$ cat src/rtl/command_credit_arbiter_pkg.sv
// GLOBALS_AFU_PKG: shared AFU constants and the command direction type.
package GLOBALS_AFU_PKG;
  localparam int CREDITS_READ = 32;
  localparam int CREDITS_WRITE = 32;
  typedef enum logic {CMD_READ, CMD_WRITE} cmd_dir_t;
endpackage

$ cat src/rtl/command_credit_arbiter_if.sv
// command_credit_arbiter_if: command buffer, PSL command and credit status bundle.
// slave: arbiter side (receives buffer heads and credit returns, drives grants,
//   the command output register, pool counts and sticky overflow flags).
// master: environment side, directions mirrored.
interface command_credit_arbiter_if import GLOBALS_AFU_PKG::*; #(
  parameter int CMD_WIDTH = 128,
  parameter int READ_CREDITS = CREDITS_READ,
  parameter int WRITE_CREDITS = CREDITS_WRITE
);
  localparam int RW = $clog2(READ_CREDITS + 1);
  localparam int WW = $clog2(WRITE_CREDITS + 1);
  logic enabled_in;
  logic read_cmd_valid;
  logic [CMD_WIDTH-1:0] read_cmd_in;
  logic read_cmd_grant;
  logic write_cmd_valid;
  logic [CMD_WIDTH-1:0] write_cmd_in;
  logic write_cmd_grant;
  logic read_rsp_done;
  logic write_rsp_done;
  logic cmd_out_valid;
  logic [CMD_WIDTH-1:0] cmd_out;
  logic cmd_out_is_write;
  logic [RW-1:0] read_credits_avail;
  logic [WW-1:0] write_credits_avail;
  logic [1:0] credit_overflow_error;
  modport slave (
    input enabled_in, read_cmd_valid, read_cmd_in, write_cmd_valid, write_cmd_in,
      read_rsp_done, write_rsp_done,
    output read_cmd_grant, write_cmd_grant, cmd_out_valid, cmd_out, cmd_out_is_write,
      read_credits_avail, write_credits_avail, credit_overflow_error
  );
  modport master (
    output enabled_in, read_cmd_valid, read_cmd_in, write_cmd_valid, write_cmd_in,
      read_rsp_done, write_rsp_done,
    input read_cmd_grant, write_cmd_grant, cmd_out_valid, cmd_out, cmd_out_is_write,
      read_credits_avail, write_credits_avail, credit_overflow_error
  );
endinterface

$ cat src/rtl/command_credit_arbiter_credit_counter.sv
// credit_counter: one credit pool, reset full, with sticky overflow flag.
// Ports: clock, rstn (async active-low), take (grant), give (return),
//   count, nonzero, overflow (set by a return into a full pool without a take).
module credit_counter #(
  parameter int MAX = 32,
  parameter int W = $clog2(MAX + 1)
) (
  input  logic clock,
  input  logic rstn,
  input  logic take,
  input  logic give,
  output logic [W-1:0] count,
  output logic nonzero,
  output logic overflow
);
  logic [W-1:0] count_q, count_d;
  logic err_q, err_d;
  logic full;
  assign full = count_q == W'(MAX);
  always_comb begin
    count_d = (take && !give) ? count_q - 1'b1
            : (give && !take && !full) ? count_q + 1'b1 : count_q;
    err_d = err_q | (give & ~take & full);
  end
  always_ff @(posedge clock or negedge rstn) begin
    if (!rstn) begin
      count_q <= W'(MAX);
      err_q <= 1'b0;
    end else begin
      count_q <= count_d;
      err_q <= err_d;
    end
  end
  assign count = count_q;
  assign nonzero = count_q != '0;
  assign overflow = err_q;
endmodule

$ cat src/rtl/command_credit_arbiter.sv
// command_credit_arbiter: credit-gated read/write command arbiter feeding the PSL command register.
// Ports: clock, rstn (async active-low), bus (command_credit_arbiter_if.slave).
// ROUND_ROBIN_ARB_EN defined: alternating round-robin pointer; undefined: read has fixed priority.
module command_credit_arbiter import GLOBALS_AFU_PKG::*; #(
  parameter int CMD_WIDTH = 128,
  parameter int READ_CREDITS = CREDITS_READ,
  parameter int WRITE_CREDITS = CREDITS_WRITE
) (
  input logic clock,
  input logic rstn,
  command_credit_arbiter_if.slave bus
);
  logic read_nz, write_nz, read_elig, write_elig, read_grant, write_grant, pick_write;
  logic valid_q, is_write_q, is_write_d;
  logic [CMD_WIDTH-1:0] cmd_q, cmd_d;
  assign read_elig = bus.enabled_in & bus.read_cmd_valid & read_nz;
  assign write_elig = bus.enabled_in & bus.write_cmd_valid & write_nz;
`ifdef ROUND_ROBIN_ARB_EN
  cmd_dir_t ptr_q, ptr_d;
  assign pick_write = write_elig & (~read_elig | (ptr_q == CMD_WRITE));
  // The pointer only moves on a grant, and always to the side not just served.
  always_comb ptr_d = (read_grant | write_grant) ? (pick_write ? CMD_READ : CMD_WRITE) : ptr_q;
  always_ff @(posedge clock or negedge rstn) begin
    if (!rstn) ptr_q <= CMD_READ;
    else ptr_q <= ptr_d;
  end
`else
  assign pick_write = write_elig & ~read_elig;
`endif
  assign write_grant = pick_write;
  assign read_grant = read_elig & ~pick_write;
  assign bus.read_cmd_grant = read_grant;
  assign bus.write_cmd_grant = write_grant;
  always_comb begin
    cmd_d = write_grant ? bus.write_cmd_in : read_grant ? bus.read_cmd_in : cmd_q;
    is_write_d = (read_grant | write_grant) ? write_grant : is_write_q;
  end
  always_ff @(posedge clock or negedge rstn) begin
    if (!rstn) begin
      valid_q <= 1'b0;
      cmd_q <= '0;
      is_write_q <= 1'b0;
    end else begin
      valid_q <= read_grant | write_grant;
      cmd_q <= cmd_d;
      is_write_q <= is_write_d;
    end
  end
  assign bus.cmd_out_valid = valid_q;
  assign bus.cmd_out = cmd_q;
  assign bus.cmd_out_is_write = is_write_q;
  credit_counter #(.MAX(READ_CREDITS)) u_read_pool (
    .clock(clock), .rstn(rstn), .take(read_grant), .give(bus.read_rsp_done),
    .count(bus.read_credits_avail), .nonzero(read_nz), .overflow(bus.credit_overflow_error[0])
  );
  credit_counter #(.MAX(WRITE_CREDITS)) u_write_pool (
    .clock(clock), .rstn(rstn), .take(write_grant), .give(bus.write_rsp_done),
    .count(bus.write_credits_avail), .nonzero(write_nz), .overflow(bus.credit_overflow_error[1])
  );
endmodule

$ cat src/flat_wrapper.sv
// flat-port wrapper written by rule: the top's interface ports become plain ports
module command_credit_arbiter_flat import GLOBALS_AFU_PKG::*;
#(
  parameter int CMD_WIDTH = 128,
  parameter int READ_CREDITS = CREDITS_READ,
  parameter int WRITE_CREDITS = CREDITS_WRITE
)
  (clock, rstn, bus_enabled_in, bus_read_cmd_valid, bus_read_cmd_in, bus_write_cmd_valid, bus_write_cmd_in, bus_read_rsp_done, bus_write_rsp_done, bus_read_cmd_grant, bus_write_cmd_grant, bus_cmd_out_valid, bus_cmd_out, bus_cmd_out_is_write, bus_read_credits_avail, bus_write_credits_avail, bus_credit_overflow_error);
  command_credit_arbiter_if #(.CMD_WIDTH(CMD_WIDTH), .READ_CREDITS(READ_CREDITS), .WRITE_CREDITS(WRITE_CREDITS)) bus_i ();
  input logic clock;
  input logic rstn;
  input wire logic [$bits(bus_i.enabled_in)-1:0] bus_enabled_in;
  input wire logic [$bits(bus_i.read_cmd_valid)-1:0] bus_read_cmd_valid;
  input wire logic [$bits(bus_i.read_cmd_in)-1:0] bus_read_cmd_in;
  input wire logic [$bits(bus_i.write_cmd_valid)-1:0] bus_write_cmd_valid;
  input wire logic [$bits(bus_i.write_cmd_in)-1:0] bus_write_cmd_in;
  input wire logic [$bits(bus_i.read_rsp_done)-1:0] bus_read_rsp_done;
  input wire logic [$bits(bus_i.write_rsp_done)-1:0] bus_write_rsp_done;
  output wire logic [$bits(bus_i.read_cmd_grant)-1:0] bus_read_cmd_grant;
  output wire logic [$bits(bus_i.write_cmd_grant)-1:0] bus_write_cmd_grant;
  output wire logic [$bits(bus_i.cmd_out_valid)-1:0] bus_cmd_out_valid;
  output wire logic [$bits(bus_i.cmd_out)-1:0] bus_cmd_out;
  output wire logic [$bits(bus_i.cmd_out_is_write)-1:0] bus_cmd_out_is_write;
  output wire logic [$bits(bus_i.read_credits_avail)-1:0] bus_read_credits_avail;
  output wire logic [$bits(bus_i.write_credits_avail)-1:0] bus_write_credits_avail;
  output wire logic [$bits(bus_i.credit_overflow_error)-1:0] bus_credit_overflow_error;
  assign bus_i.enabled_in = bus_enabled_in;
  assign bus_i.read_cmd_valid = bus_read_cmd_valid;
  assign bus_i.read_cmd_in = bus_read_cmd_in;
  assign bus_i.write_cmd_valid = bus_write_cmd_valid;
  assign bus_i.write_cmd_in = bus_write_cmd_in;
  assign bus_i.read_rsp_done = bus_read_rsp_done;
  assign bus_i.write_rsp_done = bus_write_rsp_done;
  assign bus_read_cmd_grant = bus_i.read_cmd_grant;
  assign bus_write_cmd_grant = bus_i.write_cmd_grant;
  assign bus_cmd_out_valid = bus_i.cmd_out_valid;
  assign bus_cmd_out = bus_i.cmd_out;
  assign bus_cmd_out_is_write = bus_i.cmd_out_is_write;
  assign bus_read_credits_avail = bus_i.read_credits_avail;
  assign bus_write_credits_avail = bus_i.write_credits_avail;
  assign bus_credit_overflow_error = bus_i.credit_overflow_error;
  command_credit_arbiter #(.CMD_WIDTH(CMD_WIDTH), .READ_CREDITS(READ_CREDITS), .WRITE_CREDITS(WRITE_CREDITS)) u_core (.clock(clock), .rstn(rstn), .bus(bus_i));
endmodule
$ cat config.mk
export PLATFORM = sky130hd
export DESIGN_NAME = command_credit_arbiter_flat
export DESIGN_NICKNAME = d
export VERILOG_FILES = /design/src/rtl/command_credit_arbiter_pkg.sv /design/src/rtl/command_credit_arbiter_if.sv /design/src/rtl/command_credit_arbiter_credit_counter.sv /design/src/rtl/command_credit_arbiter.sv /design/src/flat_wrapper.sv
export SDC_FILE = /design/constraint.sdc
export NUM_CORES = 1
export LEC_CHECK = 0
export ABC_AREA = 1
export CAP_MARGIN = 20
export CORE_MARGIN = 4
export CORE_UTILIZATION = 30
export DETAILED_ROUTE_END_ITERATION = 16
export GPL_ROUTABILITY_DRIVEN = 0
export PLACE_DENSITY = 0.68
export SLEW_MARGIN = 20
export SYNTH_ARGS = -nofsm -noshare
export SYNTH_HDL_FRONTEND = slang
export SYNTH_SLANG_ARGS = --single-unit
export TNS_END_PERCENT = 20
$ cat constraint.sdc
create_clock -name clock -period 3.22 [get_ports clock]
set_input_delay 0.644 -clock clock [delete_from_list [all_inputs] [get_ports clock]]
set_output_delay 0.644 -clock clock [all_outputs]
set_load 0.005 [all_outputs]
== Yosys cells after proc, flatten, opt, wreduce, memory -nomap -nowiden ==
Cells that the tools add are included.
Word-level totals
  memory bits (read-only): 0
  input bits: 263
  latch bits: 0
  flip-flop bits (word level): 144
  memories kept: 0
  RAM bits: 0
  output and inout bits: 146
  word-level logic and storage cells: 52
Operators by class
  $mul: 0
  shifts and indexed selects: 0
  reductions and logical operators: 17
  add/sub/neg operators: 4
  divide/modulo/power cells: 0
  $lt $le $gt $ge: 0
  equal/unequal tests: 2
  multiplexer cells: 6
  bitwise operators: 16
Operators by type and width (number)
  $mux W128: 2
  $mux W6: 4
  $add A6 B1 Y6 const B: 2
  $eq A6 B6 Y1 const B: 2
  $reduce_bool A6 Y1: 2
  $sub A6 B1 Y6 const B: 2
  $and A1 B1 Y1: 10
  $logic_and A1 B1 Y1: 6
  $logic_not A1 Y1: 6
  $reduce_bool A2 Y1: 3
  $not A1 Y1: 3
  $or A1 B1 Y1: 3

== Longest topological paths before layout ==
Gate-level depths: netlist (run 1).
  depth in word-level cells: 11
  mapped depth: 17
  gate-level depth less buffers: 17

== By module ==
From an unflattened synthesis (run 1), not the netlist that was laid out.
Second synthesis, totals
  cell total of the unflattened synthesis: 876
  area total of the unflattened synthesis: 6974.2 um2
By module, submodules not included
  command_credit_arbiter: area each 5933.2 um2, cells an instance 722, times used 1, sequential area each 3253.1 um2
  credit_counter: area each 520.5 um2, cells an instance 77, times used 2, sequential area each 176.4 um2

== Worst setup path after synthesis (run 1) ==
Ideal clock, no wire load.
  kind: input to output
  start: in bus_enabled_in
  end: out bus_write_cmd_grant
  required time: 2.576 ns
  stages on the path: 6
  slack: 1.239 ns
  arrival time: 1.337 ns
  path buffers: 1
  cells stage by stage: nand2_1 inv_1 nand2_4 inv_6 nor2_8 clkbuf_1
On the way
  word-level cells in the longest chain between the ends: 4
  elaborated cells on any way between the ends: 6
  those cells by class: bitwise: 6
Ends and longest elaborated chain
  from (decl): RTL line flat_wrapper.sv:12  | input wire logic [$bits(bus_i.enabled_in)-1:0] bus_enabled_in;
  $and A1 B1 Y1 (2 in series): RTL line command_credit_arbiter.sv:16  | assign read_elig = bus.enabled_in & bus.read_cmd_valid & read_nz;
  $not A1 Y1: RTL line command_credit_arbiter.sv:28  | assign pick_write = write_elig & ~read_elig;
  $and A1 B1 Y1 (*): RTL line command_credit_arbiter.sv:28
  to (decl): RTL line flat_wrapper.sv:20  | output wire logic [$bits(bus_i.write_cmd_grant)-1:0] bus_write_cmd_grant;
Mark *: on every way between the ends. The rest lies on a longest branch, timed or not.

== Worst setup path in the final report (run 1) ==
Same ends and word-level chain as after synthesis.

==> flow_metrics.env, run 1 <==
export IMPL_run_status="finished, final reports clean"
export IMPL_start_util_pct=30.58
export IMPL_synth_ff_type="dfrtp_1"
export IMPL_start_kind="input pin"
export IMPL_maxSlewHeadroom_pct=49.47
export IMPL_postRouteAntennaNets=0
export IMPL_cp_end_kind="primary output"
export IMPL_root_buffer="clkbuf_16"
export IMPL_swShare_pct=31.49
export IMPL_synth_seq_area_share_pct=54.04
export IMPL_io_buffers=408
export IMPL_leakage_nw=5.156
export IMPL_gr_total_overflow=0
export IMPL_vias_per_cell=4.628
export IMPL_tritoncts="yes"
export IMPL_cp_arrival_ps=2120
export IMPL_num_vias=7057
export IMPL_drt_iter0_markers=416
export IMPL_fin_crit_sh_pct=85.88
export IMPL_maxSlewViolCount=0
export IMPL_row_count=54
export IMPL_p_int_mw=5.094
export IMPL_critPathKind="in2out"
export IMPL_cts_buffer_depth=2
export IMPL_dieArea_um2=24690
export IMPL_synth_edf_count=0
export IMPL_netlist_area_leader_share_pct=53.25
export IMPL_syn_area_per_cell_um2=7.982
export IMPL_synthCells=836
export IMPL_cts_sinks=144
export IMPL_cts_clk_slew_worst_paths_ps=60
export IMPL_synth_async_reset_ratio_pct=100.0
export IMPL_htreeDepth=4
export IMPL_clkPwrFrac_pct=28.4
export IMPL_path_max_fanout=11
export IMPL_io_pin_count=409
export IMPL_synth_area_um2=6673
export IMPL_yosysTopAreaCell="dfrtp_1"
export IMPL_pwr_density_cell_nw_per_um2=639.3
export IMPL_grt_pass1_vias=6998
export IMPL_cts_resized=0
export IMPL_dp_cells=1490
export IMPL_synth_seq_cells=144
export IMPL_clkLatencyLatePin_ps=420
export IMPL_hold_path_class="in2async"
export IMPL_numCtsBuffers=17
export IMPL_setup_tns_ps=0
export IMPL_p_comb_share_pct=35.5
export IMPL_wl_mm=26.17
export IMPL_worstPathCellList="clkdlybuf4s50_1 > nand2_1 > inv_1 > nand2_4 > inv_6 > nor2_8 > clkdlybuf4s50_1"
export IMPL_switching_power_mw=2.342
export IMPL_ys_types=29
export IMPL_required_ps=2580
export IMPL_tightest_slew_ps=757.9
export IMPL_grt_max_degree=69
export IMPL_fmax_mhz=361.6
export IMPL_grt_usage_pct=20.25
export IMPL_p_seq_share_pct=36.2
export IMPL_r2r_slack_ps=800
export IMPL_grt_first_pass_wirelength_mm=39.10
export IMPL_cap_violations=0
export IMPL_fillCellCount=2026
export IMPL_wl_per_cell_um=17.16
export IMPL_syn_num_nets=1101
export IMPL_crit_path_top_delay_cell="clkdlybuf4s50_1"
export IMPL_drc=0
export IMPL_crit_top_cell="clkdlybuf4s50_1"
export IMPL_die_w_um=157.1
export IMPL_stdcell_count=1525
export IMPL_drt_pass1_iter_count=5
export IMPL_drive_gt1_share_pct=5.233
export IMPL_fin_util_pct=53.29
export IMPL_period_needed_ps=2765
export IMPL_rsz0062_at_grt="no"
export IMPL_synth_area_leaders="dfrtp_1 (53%), nand2_1 (20%), nand3_1 (7.9%), nor2_1 (3.4%), o21ai_0 (3.2%)"
export IMPL_antenna_found_initial=2
export IMPL_fp_dieH_um=157.1
export IMPL_power_total_mw=7.435
export IMPL_place_hpwl_mm=19.23
export IMPL_r2r_cells=9
export IMPL_slowest_delay_ps=570
export IMPL_skew_ps=14.74
export IMPL_area_growth_pct=74.29
export IMPL_yosysWarningCount=0
export IMPL_vdd_drop_max_v=0.0002949
export IMPL_yosys_top_cells_count="nand2_1 (355), dfrtp_1 (142), nand3_1 (105)"
export IMPL_finalSetupViolations=0
export IMPL_hold_viol_final=0
export IMPL_hold_buffers=0
export IMPL_layout_nets=1494
export IMPL_synth_most_common_cell="nand2_1"
export IMPL_core_um2=21820
export IMPL_cts_setup_buffers=0
## stage by stage
| step | hold slack, ps | area [um^2] | worst slack, ps |
|---|---|---|---|
| 2_1_floorplan | 348.4 | 6673 | 1239 |
| 3_3_place_gp | 461.6 | 11000 | 366.3 |
| 3_5_place_dp | 463.6 | 11000 | 330.8 |
| 4_1_cts | 197.0 | 11620 | 427.5 |
| 5_1_grt | 205.2 | 11630 | 378.5 |
| 6_report | 180.7 | 11630 | 454.7 |
## area by class of cell
class	count	area (um^2)	area share, %
clock inverter	13	177.7	1.528
timing repair buffer	418	4185	35.99
inverter	26	103.9	0.8930
sequential	144	3606	31.01
antenna	3	7.507	0.06455
clock buffer	19	442.9	3.809
tap	280	350.3	3.012
multi-input combinational	622	2756	23.70
## power by group through the flow
stage | sequential, mW | clock (mW) | combinational [mW]
final | 2.69 | 2.11 | 2.64
after floorplan | 2.70 | 0 | 0.957
after CTS | 2.68 | 2.16 | 2.68
after detailed placement | 2.70 | 0 | 2.67
after global placement | 2.70 | 0 | 2.64
after global routing | 2.76 | 2.23 | 2.93
## state kept, by name, summed over array words and instances (netlist names)
name,flops
u_core.u_write_pool.count,6
u_core.u_write_pool.overflow,1
u_core.bus.cmd_out_is_write,1
u_core.u_read_pool.overflow,1
u_core.bus.cmd_out_valid,1
u_core.bus.cmd_out,128
u_core.u_read_pool.count,6
## logic make-up (layout without fill, tap and decap cells)
kind of cell / Yosys count / count (layout) / synth area share, %
AND/OR/NAND/NOR: 546 / 546 / 34.65
flip-flops: 144 / 144 / 54.04
AO/OA/AOI/OAI: 70 / 70 / 5.757
buffers and inverters: 70 / 476 / 4.650
XOR/XNOR: 4 / 4 / 0.5250
adder cells (fa/ha/maj): 2 / 2 / 0.3750
other: 0 / 3 / 0
## worst paths after layout
path	from	to
max	bus_enabled_in	bus_write_cmd_grant
min reg2reg	u_core.bus.cmd_out[80]	u_core.bus.cmd_out[80]
max reg2reg	u_core.u_read_pool.count[0]	u_core.bus.cmd_out[107]
min in group clock	u_core.bus.cmd_out[80]	u_core.bus.cmd_out[80]
min	rstn	u_core.bus.cmd_out[75]
max in group asynchronous	rstn	u_core.bus.cmd_out[126]
## critical path, delay by kind of cell
family,cells,cell delay (ps)
buffers and inverters,4,1130
and+or+nand+nor,3,330
## metal layers
| metal | GRT usage [%] | vias up | wire length (um) |
|---|---|---|---|
| li1 | - | 3477 | - |
| met1 | 25.39 | 3272 | 10470 |
| met2 | 33.48 | 274 | 12890 |
| met3 | 5.746 | 34 | 2164 |
| met4 | 7.374 | 0 | 647 |
| met5 | 0 | - | 0 |
## cells in the final DEF (no fill, tap or decap), types with 2 or more instances in the layout
master and instances:
o21ai_0 43, nand4_1 5, nand3b_1 2, o21bai_1 2, clkinv_4 2, o41ai_1 2, o21ai_1 6, inv_1 23
buf_4 8, nand3_2 3, nand2_4 4, dfstp_2 2, o22ai_1 16, clkbuf_16 17, bufinv_16 3, nand2_2 4
buf_12 2, nand3_1 105, nor2_1 61, xor2_1 4, dfrtp_1 142, nor2_2 3, inv_6 3, nor2_4 2
diode_2 3, ha_1 2, clkdlybuf4s50_1 407, inv_8 2, nand2_1 355, clkinvlp_4 4
Note: power is estimated with default switching activity, not from simulation.
==> run 2: changes to the inputs <==
--- a/config.mk
+++ b/config.mk
@@ -9,2 +9,3 @@
 export CAP_MARGIN = 20
+export CORE_ASPECT_RATIO = 0.5
 export CORE_MARGIN = 4
==> constraint.sdc (replaced) <==
create_clock -name clock -period 2.88 [get_ports clock]
set_input_delay 0.576 -clock clock [delete_from_list [all_inputs] [get_ports clock]]
set_output_delay 0.576 -clock clock [all_outputs]
set_load 0.05 [all_outputs]
==> run 2 against run 1 <==
Clock power increased by 4%. Largest power group is now combinational cells. Clock skew decreased by 5.5 ps. First-iteration DRC count increased by 37%. Critical path type is now reg2out. Highest routed layer unchanged. Critical path depth decreased by 6. Combinational power increased by 88%. Power increased by 37%. Largest cell class unchanged.
==> flow_metrics.env, run 2 (synthesized netlist as in run 1, its figures left out) <==
export IMPL_io_pin_count=409
export IMPL_hold_path_class="in2async"
export IMPL_tightest_slew_ps=625.0
export IMPL_fp_dieH_um=113.5
export IMPL_pre_cts_slack_ps=350.9
export IMPL_cts_sinks=144
export IMPL_grt_first_pass_wirelength_mm=40.55
export IMPL_dp_cells=1512
export IMPL_numCtsBuffers=17
export IMPL_skew_ps=9.205
export IMPL_area_growth_pct=75.02
export IMPL_place_hpwl_mm=20.52
export IMPL_tritoncts="yes"
export IMPL_start_kind="flip-flop"
export IMPL_vias_per_cell=4.667
export IMPL_final_common_cell="clkdlybuf4s50_1"
export IMPL_pwr_density_cell_nw_per_um2=872.6
export IMPL_clkPwrFrac_pct=21.6
export IMPL_cp_arrival_ps=1820
export IMPL_postRouteAntennaNets=0
export IMPL_cp_num_cells=1
export IMPL_p_comb_share_pct=48.7
export IMPL_switching_power_mw=4.564
export IMPL_required_ps=2300
export IMPL_num_vias=7211
export IMPL_cp_end_kind="primary output"
export IMPL_cts_setup_buffers=0
export IMPL_die_w_um=218.9
export IMPL_gr_total_overflow=0
export IMPL_largest_reg_flops=128
export IMPL_worstPathCellList="clkdlybuf4s50_1"
export IMPL_rsz0062_at_grt="no"
export IMPL_hold_buffers=0
export IMPL_power_total_mw=10.19
export IMPL_run_status="finished, final reports clean"
export IMPL_leakage_nw=5.170
export IMPL_stdcell_count=1545
export IMPL_grt_pass1_vias=7228
export IMPL_dieArea_um2=24840
export IMPL_row_count=38
export IMPL_r2r_cells=9
export IMPL_fin_crit_sh_pct=83.30
export IMPL_core_um2=21780
export IMPL_path_max_fanout=5
export IMPL_p_seq_share_pct=29.7
export IMPL_layout_nets=1496
export IMPL_cts_buffer_depth=2
export IMPL_clkLatencyLatePin_ps=440
export IMPL_start_util_pct=30.64
export IMPL_worstPathBufferInverterCount=1
export IMPL_setup_slack_ps=481.0
export IMPL_r2r_start="u_core.u_read_pool.count[2]"
export IMPL_maxSlewHeadroom_pct=58.20
export IMPL_root_buffer="clkbuf_16"
export IMPL_swShare_pct=44.79
export IMPL_hold_viol_final=0
export IMPL_fmax_mhz=416.8
export IMPL_setup_tns_ps=0
export IMPL_antenna_found_initial=1
export IMPL_fin_util_pct=53.63
export IMPL_drc=0
export IMPL_cap_violations=0
export IMPL_drive_gt1_share_pct=5.547
export IMPL_finalSetupViolations=0
export IMPL_cts_clk_slew_worst_paths_ps=60
export IMPL_wl_met3_mm=1.145
export IMPL_period_needed_ps=2399
export IMPL_fillCellCount=2021
export IMPL_wl_mm=27.28
export IMPL_crit_start="u_core.u_write_pool.count[5]"
export IMPL_wl_met1_mm=11.29
export IMPL_drt_iter0_markers=569
export IMPL_vdd_drop_max_v=0.0006354
export IMPL_placed_cell_area_um2=11090
export IMPL_p_int_mw=5.627
export IMPL_io_buffers=408
export IMPL_grt_max_degree=94
export IMPL_critPathKind="reg2out"
export IMPL_wl_per_cell_um=17.65
export IMPL_path_delay_family="buffers and inverters"
export IMPL_final_cell_area_um2=11680
export IMPL_maxSlewViolCount=0
export IMPL_routed_top_layer="met4"
export IMPL_hold_worst_slack_ps=126.8
export IMPL_drt_pass1_iter_count=5
export IMPL_slowest_delay_ps=830
export IMPL_grt_usage_pct=21.24
export IMPL_crit_path_top_delay_cell="clkdlybuf4s50_1"
export IMPL_cts_resized=0
export IMPL_mostFrequentLayoutCells="clkdlybuf4s50_1 (405), nand2_1 (355), dfrtp_1 (142), nand3_1 (105), nor2_1 (61)"
export IMPL_htreeDepth=4
export IMPL_wl_met2_mm=13.88
run 2: path summary, 6_finish.rpt:
| path | endpoint | slack (ps) |
|---|---|---|
| min | u_core.bus.cmd_out[74] | 130 |
| max reg2reg | u_core.u_read_pool.count[2] | 770 |
| min reg2reg | u_core.u_write_pool.overflow | 480 |
| min in group clock | u_core.u_write_pool.overflow | 480 |
| max in group asynchronous | u_core.u_read_pool.count[5] | 2000 |
| max | bus_write_credits_avail[5] | 480 |
run 2: per-layer routing:
metal  vias up  track usage (%)
met2       206            36.43
li1       3471                -
met1      3476            26.37
met3        58            4.285
met5         -                0
met4         0            8.919
run 2: layout make-up:
cell class              count  area (um^2)  area share [%]
flip-flops and latches    144         3606           30.88
inverters                  26        103.9          0.8892
repair buffers            420         4245           36.35
multi-input cells         622         2756           23.60
clock buffers              24        511.7           4.382
diodes                      1        2.502         0.02143
well taps                 300        375.4           3.214
clock inverters             8        77.57          0.6642
run 2: power by group through the flow:
stage	logic, mW	clock network (mW)	registers, mW
after floorplan	1.13	0	4.90
after global placement	4.95	0	3.03
after detailed placement	4.99	0	3.05
after CTS	5.00	2.26	3.02
after global routing	5.23	2.34	3.11
final	4.96	2.20	3.03
==> run 3: changes to the inputs <==
- PLACE_DENSITY: 0.68 -> 0.71
- clock period: 2.88 -> 2 ns (I/O delays scaled with it)
==> run 3 against run 2 <==
Combinational power increased by 48%. Final area increased by 3.1%. Sequential share of layout area decreased by 0.92 points. Non-clock buffer count increased by 59. Clock power increased by 56%. First-iteration DRC count increased by 1.4%. Cell count increased by 3.8%. Critical endpoint is now bus_write_cmd_grant.
==> flow_metrics.env, run 3 (synthesized netlist as in run 1, its figures left out) <==
export IMPL_pwr_density_cell_nw_per_um2=1245
export IMPL_wl_mm=27.78
export IMPL_fin_crit_sh_pct=99.60
export IMPL_drive_gt1_share_pct=14.04
export IMPL_final_common_cell="nand2_1"
export IMPL_grt_usage_pct=21.95
export IMPL_row_count=38
export IMPL_grt_pass1_vias=7486
export IMPL_path_delay_family="simple AND/OR/NAND/NOR gates"
export IMPL_cts_sinks=144
export IMPL_htreeDepth=4
export IMPL_tritoncts="yes"
export IMPL_r2r_start="u_core.u_read_pool.count[2]"
export IMPL_tightest_slew_ps=548.5
export IMPL_drt_iter0_markers=577
export IMPL_required_ps=1600
export IMPL_fillCellCount=2006
export IMPL_cp_arrival_ps=1590
export IMPL_num_vias=7357
export IMPL_worstPathBufferInverterCount=2
export IMPL_gr_total_overflow=0
export IMPL_root_buffer="clkbuf_16"
export IMPL_worstPathCellList="nor2_2 > nand3_2 > nand2_4 > inv_8 > nor2_8 > buf_12"
export IMPL_leakage_nw=5.807
export IMPL_period_needed_ps=1992
export IMPL_antenna_found_initial=2
export IMPL_rsz0062_at_grt="yes"
export IMPL_setup_tns_ps=0
export IMPL_grt_max_degree=56
export IMPL_area_growth_pct=80.48
export IMPL_numCtsBuffers=17
export IMPL_path_max_fanout=4
export IMPL_hold_path_class="in2async"
export IMPL_start_util_pct=30.64
export IMPL_die_w_um=218.9
export IMPL_crit_start="u_core.u_read_pool.count[2]"
export IMPL_core_um2=21780
export IMPL_wl_per_cell_um=17.32
export IMPL_clkLatencyLatePin_ps=430
export IMPL_dieArea_um2=24840
export IMPL_drc=0
export IMPL_cts_buffer_depth=2
export IMPL_vias_per_cell=4.587
export IMPL_mostFrequentLayoutCells="nand2_1 (349), clkdlybuf4s50_1 (261), dfrtp_1 (141), nand3_1 (103), buf_4 (103)"
export IMPL_skew_ps=7.161
export IMPL_io_buffers=408
export IMPL_slowest_delay_ps=390
export IMPL_vdd_drop_max_v=0.0007674
export IMPL_hold_viol_final=0
export IMPL_finalSetupViolations=0
export IMPL_layout_nets=1555
export IMPL_critPathKind="reg2out"
export IMPL_cts_clk_slew_worst_paths_ps=60
export IMPL_start_kind="flip-flop"
export IMPL_crit_path_top_delay_cell="dfrtp_1"
export IMPL_postRouteAntennaNets=0
export IMPL_drt_pass1_iter_count=5
export IMPL_cp_end_kind="primary output"
export IMPL_hold_worst_slack_ps=481.2
export IMPL_grt_first_pass_wirelength_mm=42.19
export IMPL_fmax_mhz=502.0
export IMPL_place_hpwl_mm=21.74
export IMPL_maxSlewHeadroom_pct=63.58
export IMPL_cap_violations=0
export IMPL_maxSlewViolCount=0
export IMPL_io_pin_count=409
export IMPL_fp_dieH_um=113.5
export IMPL_largest_reg_flops=128
export IMPL_run_status="finished, final reports clean"
-- run 3: worst paths after layout --
kind                            cells after the start  slack (ps)                           end
worst max-delay path                                6           8           bus_write_cmd_grant
worst min-delay path                                2         480        u_core.bus.cmd_out[12]
worst max register to register                     14          70  u_core.u_write_pool.count[4]
worst min register to register                      2         480        u_core.bus.cmd_out[40]
max in group asynchronous                           3         840   u_core.u_read_pool.count[5]
min in group clock                                  2         480        u_core.bus.cmd_out[40]
-- run 3: area by class of cell --
| class | count | area (um^2) | area share, % |
|---|---|---|---|
| well taps | 300 | 375.4 | 3.117 |
| repair buffers | 479 | 4527 | 37.59 |
| inverters | 26 | 106.4 | 0.8831 |
| diodes | 1 | 2.502 | 0.02078 |
| multi-input cells | 622 | 2794 | 23.20 |
| clock buffers | 21 | 470.5 | 3.906 |
| clock inverters | 11 | 160.2 | 1.330 |
| flip-flops and latches | 144 | 3607 | 29.95 |
-- run 3: where the power goes --
group	leakage (nW)	switching [mW]	internal [mW]
Combinational	3.77	4.93	2.38
Clock	0.309	1.26	2.17
Sequential	1.72	0.508	3.74
-- run 3: routing by layer --
layer	up-vias	share of wire, %	GRT usage (%)
met5	-	0.047	0
met4	2	2.4	8.119
met3	45	4.4	4.126
met2	208	53	38.50
met1	3502	40	27.19
li1	3600	-	-
-- run 3: worst register-to-register path, stage by stage (launching register included) --
cell and delay (ps):
dfrtp_1 390, nor2_2 170, nand3_2 110, nand2_4 120, buf_8 140, nand3_4 80
buf_4 170, nand2_1 70, nand2_2 80, nor2_1 150, nand2_2 80, nand3b_1 100
nand2_1 60, nand2_1 50, nand2_1 50
-- run 3: metrics by stage --
stage / util, % / power [mW] / cell area [um^2] / cells / setup slack, ps
after floorplan: - / 8.684 / 6675 / 836 / -95.11
after global placement: 52.32 / 11.73 / 11390 / 1562 / -142.9
after detailed placement: 52.32 / 11.83 / 11390 / 1562 / -194.0
after CTS: 54.83 / 15.01 / 11940 / 1599 / -32.75
after global routing: 55.30 / 15.73 / 12040 / 1604 / -87.57
final: 55.30 / 14.99 / 12040 / 1604 / 7.909
-- run 3: repair_timing --
item                                    CTS  global route
hold endpoints to repair                 40             0
gates resized for setup                  97            25
buffers inserted                          6             4
pin swaps                                 5             9
hold buffers                              1             0
endpoints found under the setup margin   96            19
